[config.mk]
export PLATFORM = sky130hd
export DESIGN_NAME = sound_event_arbiter
export DESIGN_NICKNAME = d
export VERILOG_FILES = /design/src/rtl/sound_event_arbiter.sv
export SDC_FILE = /design/constraint.sdc
export NUM_CORES = 1
export LEC_CHECK = 0
export CAP_MARGIN = 40
export CORE_MARGIN = 2
export CORE_UTILIZATION = 30
export DETAILED_ROUTE_END_ITERATION = 8
export PLACE_DENSITY = 0.44
export SYNTH_ARGS = -nofsm -noshare
export SYNTH_HDL_FRONTEND = slang
export SYNTH_SLANG_ARGS = --single-unit
[constraint.sdc]
create_clock -name clk -period 3.44 [get_ports clk]
set_clock_uncertainty 0.05 [all_clocks]
set_input_delay 0.344 -clock clk [delete_from_list [all_inputs] [get_ports clk]]
set_output_delay 0.344 -clock clk [all_outputs]
set_load 0.01 [all_outputs]
[src/rtl/sound_event_arbiter.sv]
// Fixed-priority arbiter sharing one tone generator between game audio events.
// Optional preemption of a playing tone by a higher-index request: define SND_PREEMPT_EN.
module sound_event_arbiter #(
  parameter int N_REQ       = 3,
  parameter int TONE_CYCLES = 5000000,
  parameter int GAP_CYCLES  = 1000000,
  parameter int CNT_W       = 24
) (
  input  logic             clk,
  input  logic             reset,
  input  logic [N_REQ-1:0] req,
  input  logic             mute,
  output logic             aud_en,
  output logic [1:0]       tone_sel,
  output logic [N_REQ-1:0] grant,
  output logic [N_REQ-1:0] pending,
  output logic             busy
);

  typedef enum logic [1:0] {
    IDLE = 2'd0,
    PLAY = 2'd1,
    GAP  = 2'd2
  } state_t;

  localparam logic [CNT_W-1:0] TONE_LOAD = CNT_W'(TONE_CYCLES - 1);
  localparam logic [CNT_W-1:0] GAP_LOAD  = CNT_W'(GAP_CYCLES - 1);

  state_t           state;
  logic [CNT_W-1:0] counter;

  logic [N_REQ-1:0] win_mask;
  logic [1:0]       win_idx;
  logic             any_pend;
  logic             preempt;
  logic             do_grant;

  // A source wins when it is pending and nothing above it is.
  genvar gi;
  generate
    for (gi = 0; gi < N_REQ; gi++) begin : g_win
      assign win_mask[gi] = pending[gi] && ((pending >> (gi + 1)) == '0);
    end
  endgenerate

  assign any_pend = |pending;

  always_comb begin
    win_idx = 2'd0;
    for (int i = 0; i < N_REQ; i++) begin
      if (win_mask[i]) win_idx = 2'(i);
    end
  end

`ifdef SND_PREEMPT_EN
  assign preempt = (state == PLAY) && any_pend && (win_idx > tone_sel);
`else
  assign preempt = 1'b0;
`endif

  assign do_grant = any_pend &&
                    ((state == IDLE) ||
                     (state == GAP && counter == '0) ||
                     preempt);

  always_ff @(posedge clk) begin
    if (reset) begin
      state    <= IDLE;
      counter  <= '0;
      aud_en   <= 1'b0;
      tone_sel <= 2'd0;
      grant    <= '0;
      pending  <= '0;
      busy     <= 1'b0;
    end else if (mute) begin
      state   <= IDLE;
      counter <= '0;
      aud_en  <= 1'b0;
      grant   <= '0;
      pending <= '0;
      busy    <= 1'b0;
    end else begin
      // A request arriving on its own grant cycle survives the clear.
      pending <= (pending & ~(do_grant ? win_mask : '0)) | req;
      grant   <= '0;
      if (do_grant) begin
        state    <= PLAY;
        counter  <= TONE_LOAD;
        aud_en   <= 1'b1;
        busy     <= 1'b1;
        tone_sel <= win_idx;
        grant    <= win_mask;
      end else begin
        case (state)
          PLAY: begin
            if (counter == '0) begin
              state   <= GAP;
              counter <= GAP_LOAD;
              aud_en  <= 1'b0;
            end else begin
              counter <= counter - 1'b1;
            end
          end
          GAP: begin
            if (counter == '0) begin
              state <= IDLE;
              busy  <= 1'b0;
            end else begin
              counter <= counter - 1'b1;
            end
          end
          default: begin
            state <= IDLE;
          end
        endcase
      end
    end
  end

endmodule

== Word-level counts from Yosys, hierarchy flattened ==
Cells that the tools add are included.

* Eq/ne operators: 8
* Reduce and logical (&&, ||, !) cells: 24
* Multiplexer cells: 16
* Add/subtract/negate cells: 1
* Bitwise gates (word level): 4

{| class="wikitable"
|+ Operators with widths
! cell !! count
|-
| $mux W24 || 2
|-
| $pmux W24 S2 || 1
|-
| $logic_not A24 Y1 || 1
|-
| $sub A24 B1 Y24 const B || 1
|-
| $mux W23 || 1
|-
| $reduce_and A2 Y1 || 7
|-
| $reduce_bool A2 Y1 || 4
|-
| $mux W1 || 7
|-
| $logic_not A3 Y1 || 2
|-
| $mux W2 || 3
|-
| $ne A3 B3 Y1 const B || 2
|-
| $reduce_or A3 Y1 || 2
|-
| $logic_and A1 B1 Y1 || 4
|-
| $ne A2 B2 Y1 const B || 2
|-
| $pmux W2 S2 || 1
|-
| $and A3 B3 Y3 || 1
|-
| $mux W3 || 1
|-
| $ne A3 B2 Y1 const B || 1
|-
| $not A3 Y3 || 1
|-
| $or A3 B3 Y3 || 1
|-
| $reduce_bool A3 Y1 || 1
|-
| $eq A2 B1 Y1 const B || 1
|-
| $eq A2 B2 Y1 const B || 1
|-
| $logic_not A2 Y1 || 1
|-
| 4 further kinds || 4
|}

* Logic and storage cells: 62
* Bits in registers: 36
* Input port bits: 6
* Output and inout port bits: 10

== Logic depth before layout (Yosys ltp) ==
* Depth in word-level cells: 8
* Gate-level depth with buffers: 9
* Depth with buffers taken out: 8

== Worst setup path before layout ==
No wires, ideal clock.

* Path type: register to register
* From: reg counter[0]
* To: reg counter[18]
* Arrival time: 1806 ps
* Path buffers: 1
* Stages on the path, launching flop included: 10
* Setup slack: 1452 ps
* Data required time: 3258 ps
* Period minus slack after synthesis: 1988 ps
* Setup time: 132 ps
* Cells stage by stage: dfxtp_1 > inv_1 > ha_1 > nor3b_4 > nand4_4 > or2_4 > buf_6 > a211oi_1 > a311o_1 > a21oi_1

* Longest elaborated chain between the ends: 6
* Elaborated cells on any way between the ends: 12
* Classes of those cells: add/sub: 1; eq/ne: 1; mux: 4; reduce/logical: 6

{| class="wikitable"
|+ RTL lines
! item !! line !! text
|-
| start, declared || 30 || <nowiki>logic [CNT_W-1:0] counter;</nowiki>
|-
| start signal, assigned || 101 || <nowiki>counter <= counter - 1'b1;</nowiki>
|-
| start signal, assigned || 109 || <nowiki>counter <= counter - 1'b1;</nowiki>
|-
| branches (longest 6 deep; another with $sub A24 B1 Y24) || -- ||
|}

Several ways; the timed one is not identified. The select of a mux whose other input is x is not followed.
A chain may end at the register's enable or synchronous reset.

== Worst setup path after layout ==
* From: reg counter[0]
* To: reg counter[12]

* Longest elaborated chain between the ends: 5
* Elaborated cells on any way between the ends: 11
* Classes of those cells: add/sub: 1; eq/ne: 1; mux: 3; reduce/logical: 6

{| class="wikitable"
|+ RTL lines
! item
|-
| branches (longest 5 deep; another with $sub A24 B1 Y24)
|}

Several ways; the timed one is not identified. The select of a mux whose other input is x is not followed.

==> impl_metrics.json <==
{
  "outcome": "finished, final reports clean",
  "initial_core_util_pct": 30.7,
  "coreArea_um2": 6280,
  "drc": 0,
  "drive_gt1_share_pct": 11.3,
  "final_common_cell": "dfxtp_1",
  "fin_crit_sh_pct": 74.5,
  "ys_ff_latch": 36,
  "grt_max_degree": 20,
  "rows": 29,
  "fin_setup_tns_ps": 0,
  "cts_buffer_depth": 2,
  "grt_use_total_pct": 15.2,
  "critPathTopFamily": "simple AND/OR/NAND/NOR gates",
  "clkTransAtPathRegs_ps": 80,
  "area_growth_pct": 14.7,
  "die_x_um": 84.2,
  "totalPowerFinal_mw": 1.07,
  "max-slew-margin-rel_pct": 45.8,
  "synth_area_per_cell_um2": 8.54,
  "antenna_found_initial": 0,
  "synth_fp_nets": 233,
  "timing.hold.ws_ps": 422,
  "fin_util_pct": 35.3,
  "postRouteAntennaNets": 0,
  "p_per_area_nw_per_um2": 482,
  "fillers": 655,
  "worstSetupEndpointType": "flop",
  "r2r_cells": 8,
  "reg2reg_to": "counter[12]",
  "worst_path_largest_cell_delay_ps": 470,
  "cts_max_level": 2,
  "hold_end": "tone_sel[1]",
  "power.leakage_nw": 0.787,
  "overflow": 0,
  "synth-edff-count": 0,
  "wire_per_inst_um": 16.1,
  "cpMaxStageDelayCell": "nand3_1",
  "ir_worst_vdd_mv": 0.188,
  "grt_pass1_wl_um": 8630,
  "rsz0062_at_grt": "false",
  "async_flop_share_pct": 0,
  "tightest_slew_ps": 792,
  "synth.distinct_cells": 57,
  "die_height_um": 84.2,
  "layout.nets": 246,
  "rr_startpoint": "counter[0]",
  "hpwl_um": 3660,
  "hold_viol": 0,
  "cts_sinks": 36,
  "cts_tree": "yes",
  "max_freq_ghz": 0.390,
  "first_global_vias": 1663,
  "cp-start-kind": "flop",
  "io_buffer_count": 15,
  "critPathArrivalTime_ps": 2680,
  "drv_cap": 0,
  "ys_seq_area_share_pct": 37.4,
  "vias": 1711,
  "antennaDiodeCount": 0,
  "finalSetupViolCount": 0,
  "crit_required_ps": 3560,
  "critPathKind": "reg2reg",
  "syn_inst": 226,
  "synth_warnings": 0,
  "cts_hold_buffers": 0,
  "hold_class": "reg2reg",
  "fin_crit_ps": 2560,
  "hp-start": "tone_sel[1]",
  "dieArea_um2": 7090,
  "slew_viol_final": 0,
  "via_per_inst": 5.40,
  "cts_root_buffer": "clkbuf_8",
  "routed_wl_um": 5090,
  "place_ws_ps": 843,
  "layout_common_cells": "dfxtp_1 (36), nor2_1 (26), a21oi_1 (21)",
  "gp_congestion": 0.756,
  "post_cts_buffers": 0,
  "crit_chain": "inv_1 -> ha_1 -> nor3b_4 -> nand4_4 -> o21ai_2 -> nand2_1 -> nand3_1 -> nor2_1",
  "clk_latency_ps": 290,
  "numCtsBuffers": 5,
  "first_pass_iters": 4,
  "critPathBufInv": 1,
  "synth_ff_type": "dfxtp_1",
  "holdPathStages": 2,
  "cp_max_fo": 13,
  "fin_ws_ps": 876,
  "cts-resized-gates": 0,
  "r2r_slack_ps": 880,
  "num_io_pins": 16,
  "synth_area_um2": 1930,
  "drt_first_iter_violations": 42
}
==> worst max-delay path by stage <==
stage          startpoint           to  slack (ps)  depth (start not counted)
2_1_floorplan  counter[0]  counter[18]        1450                          9
3_3_place_gp   counter[0]  counter[23]         930                          8
3_5_place_dp   counter[0]  counter[21]         840                          8
4_1_cts        counter[0]  counter[21]         830                          8
5_1_grt        counter[0]   counter[7]         620                          8
6_report       counter[0]  counter[12]         880                          8
==> synthesized netlist by cell type (2+ instances only) <==
| cell | instances | share of area [%] |
|---|---|---|
| nor3_1 | 10 | 2.6 |
| o21ai_2 | 2 | 0.91 |
| or4_1 | 2 | 0.78 |
| a211oi_1 | 2 | 0.78 |
| nand3_1 | 9 | 2.3 |
| nor4_2 | 3 | 1.9 |
| nor2_1 | 26 | 5.1 |
| nand4_1 | 3 | 0.97 |
| a21o_1 | 2 | 0.78 |
| xnor2_1 | 4 | 1.8 |
| or3_1 | 4 | 1.3 |
| nand2b_1 | 5 | 1.6 |
| o211ai_1 | 2 | 0.78 |
| xor2_1 | 5 | 2.3 |
| o21bai_1 | 2 | 0.78 |
| buf_4 | 2 | 0.78 |
| nor2b_1 | 3 | 0.97 |
| and4b_1 | 2 | 1.0 |
| o31ai_1 | 2 | 0.78 |
| inv_1 | 5 | 0.97 |
| nor4_4 | 2 | 2.2 |
| a31oi_1 | 3 | 0.97 |
| o21ai_0 | 15 | 3.9 |
| a21oi_1 | 21 | 5.4 |
| buf_2 | 3 | 0.78 |
| clkbuf_1 | 4 | 0.78 |
| nand2_1 | 10 | 1.9 |
| nor4_1 | 5 | 1.6 |
| and3_1 | 4 | 1.3 |
| dfxtp_1 | 36 | 37 |
| a2111oi_0 | 2 | 0.91 |
==> metrics by stage <==
| stage | instances | cell area (um2) |
|---|---|---|
| after floorplan | 226 | 1930 |
| after global placement | 309 | 2120 |
| after detailed placement | 309 | 2120 |
| after CTS | 317 | 2210 |
| after global routing | 317 | 2210 |
| final | 317 | 2210 |
==> state kept, by name, summed over array words and instances (netlist names) <==
| signal | count |
|---|---|
| aud_en | 1 |
| grant | 3 |
| pending | 3 |
| state | 2 |
| busy | 1 |
| counter | 24 |
| tone_sel | 2 |
==> report_power, final <==
part	total [mW]	internal (mW)	leakage [nW]	switching, mW
logic	0.278	0.106	0.443	0.172
registers	0.467	0.436	0.292	0.0312
clock network	0.321	0.160	0.0510	0.161
==> routing by layer <==
layer	track usage (%)	up-vias	share of wire, %
met1	21.6	818	51
met3	2.65	9	2.1
met5	0	-	0
li1	-	864	-
met4	5.72	0	1.7
met2	23.1	20	45
==> layout make-up <==
class | count | area [um2] | area share [%]
tap | 77 | 96.3 | 4.35
clock inverter | 2 | 10.0 | 0.452
timing repair buffer | 17 | 165 | 7.46
clock buffer | 6 | 82.6 | 3.73
multi-input combinational | 174 | 1120 | 50.6
sequential | 36 | 721 | 32.6
inverter | 5 | 18.8 | 0.848
==> cells by family after synthesis <==
group / Yosys count / synth area share [%]
simple gates: 98 / 31.3
fa+ha+maj: 1 / 0.648
xor+xnor: 9 / 4.09
flops: 36 / 37.4
compound gates: 66 / 22.0
buf+inv: 16 / 4.60
==> worst min-delay path: stages (launching register included) <==
cell and delay (ps):
dfxtp_1 310, nand2b_1 60, o21bai_1 50
(Power assumes the default switching activity.)
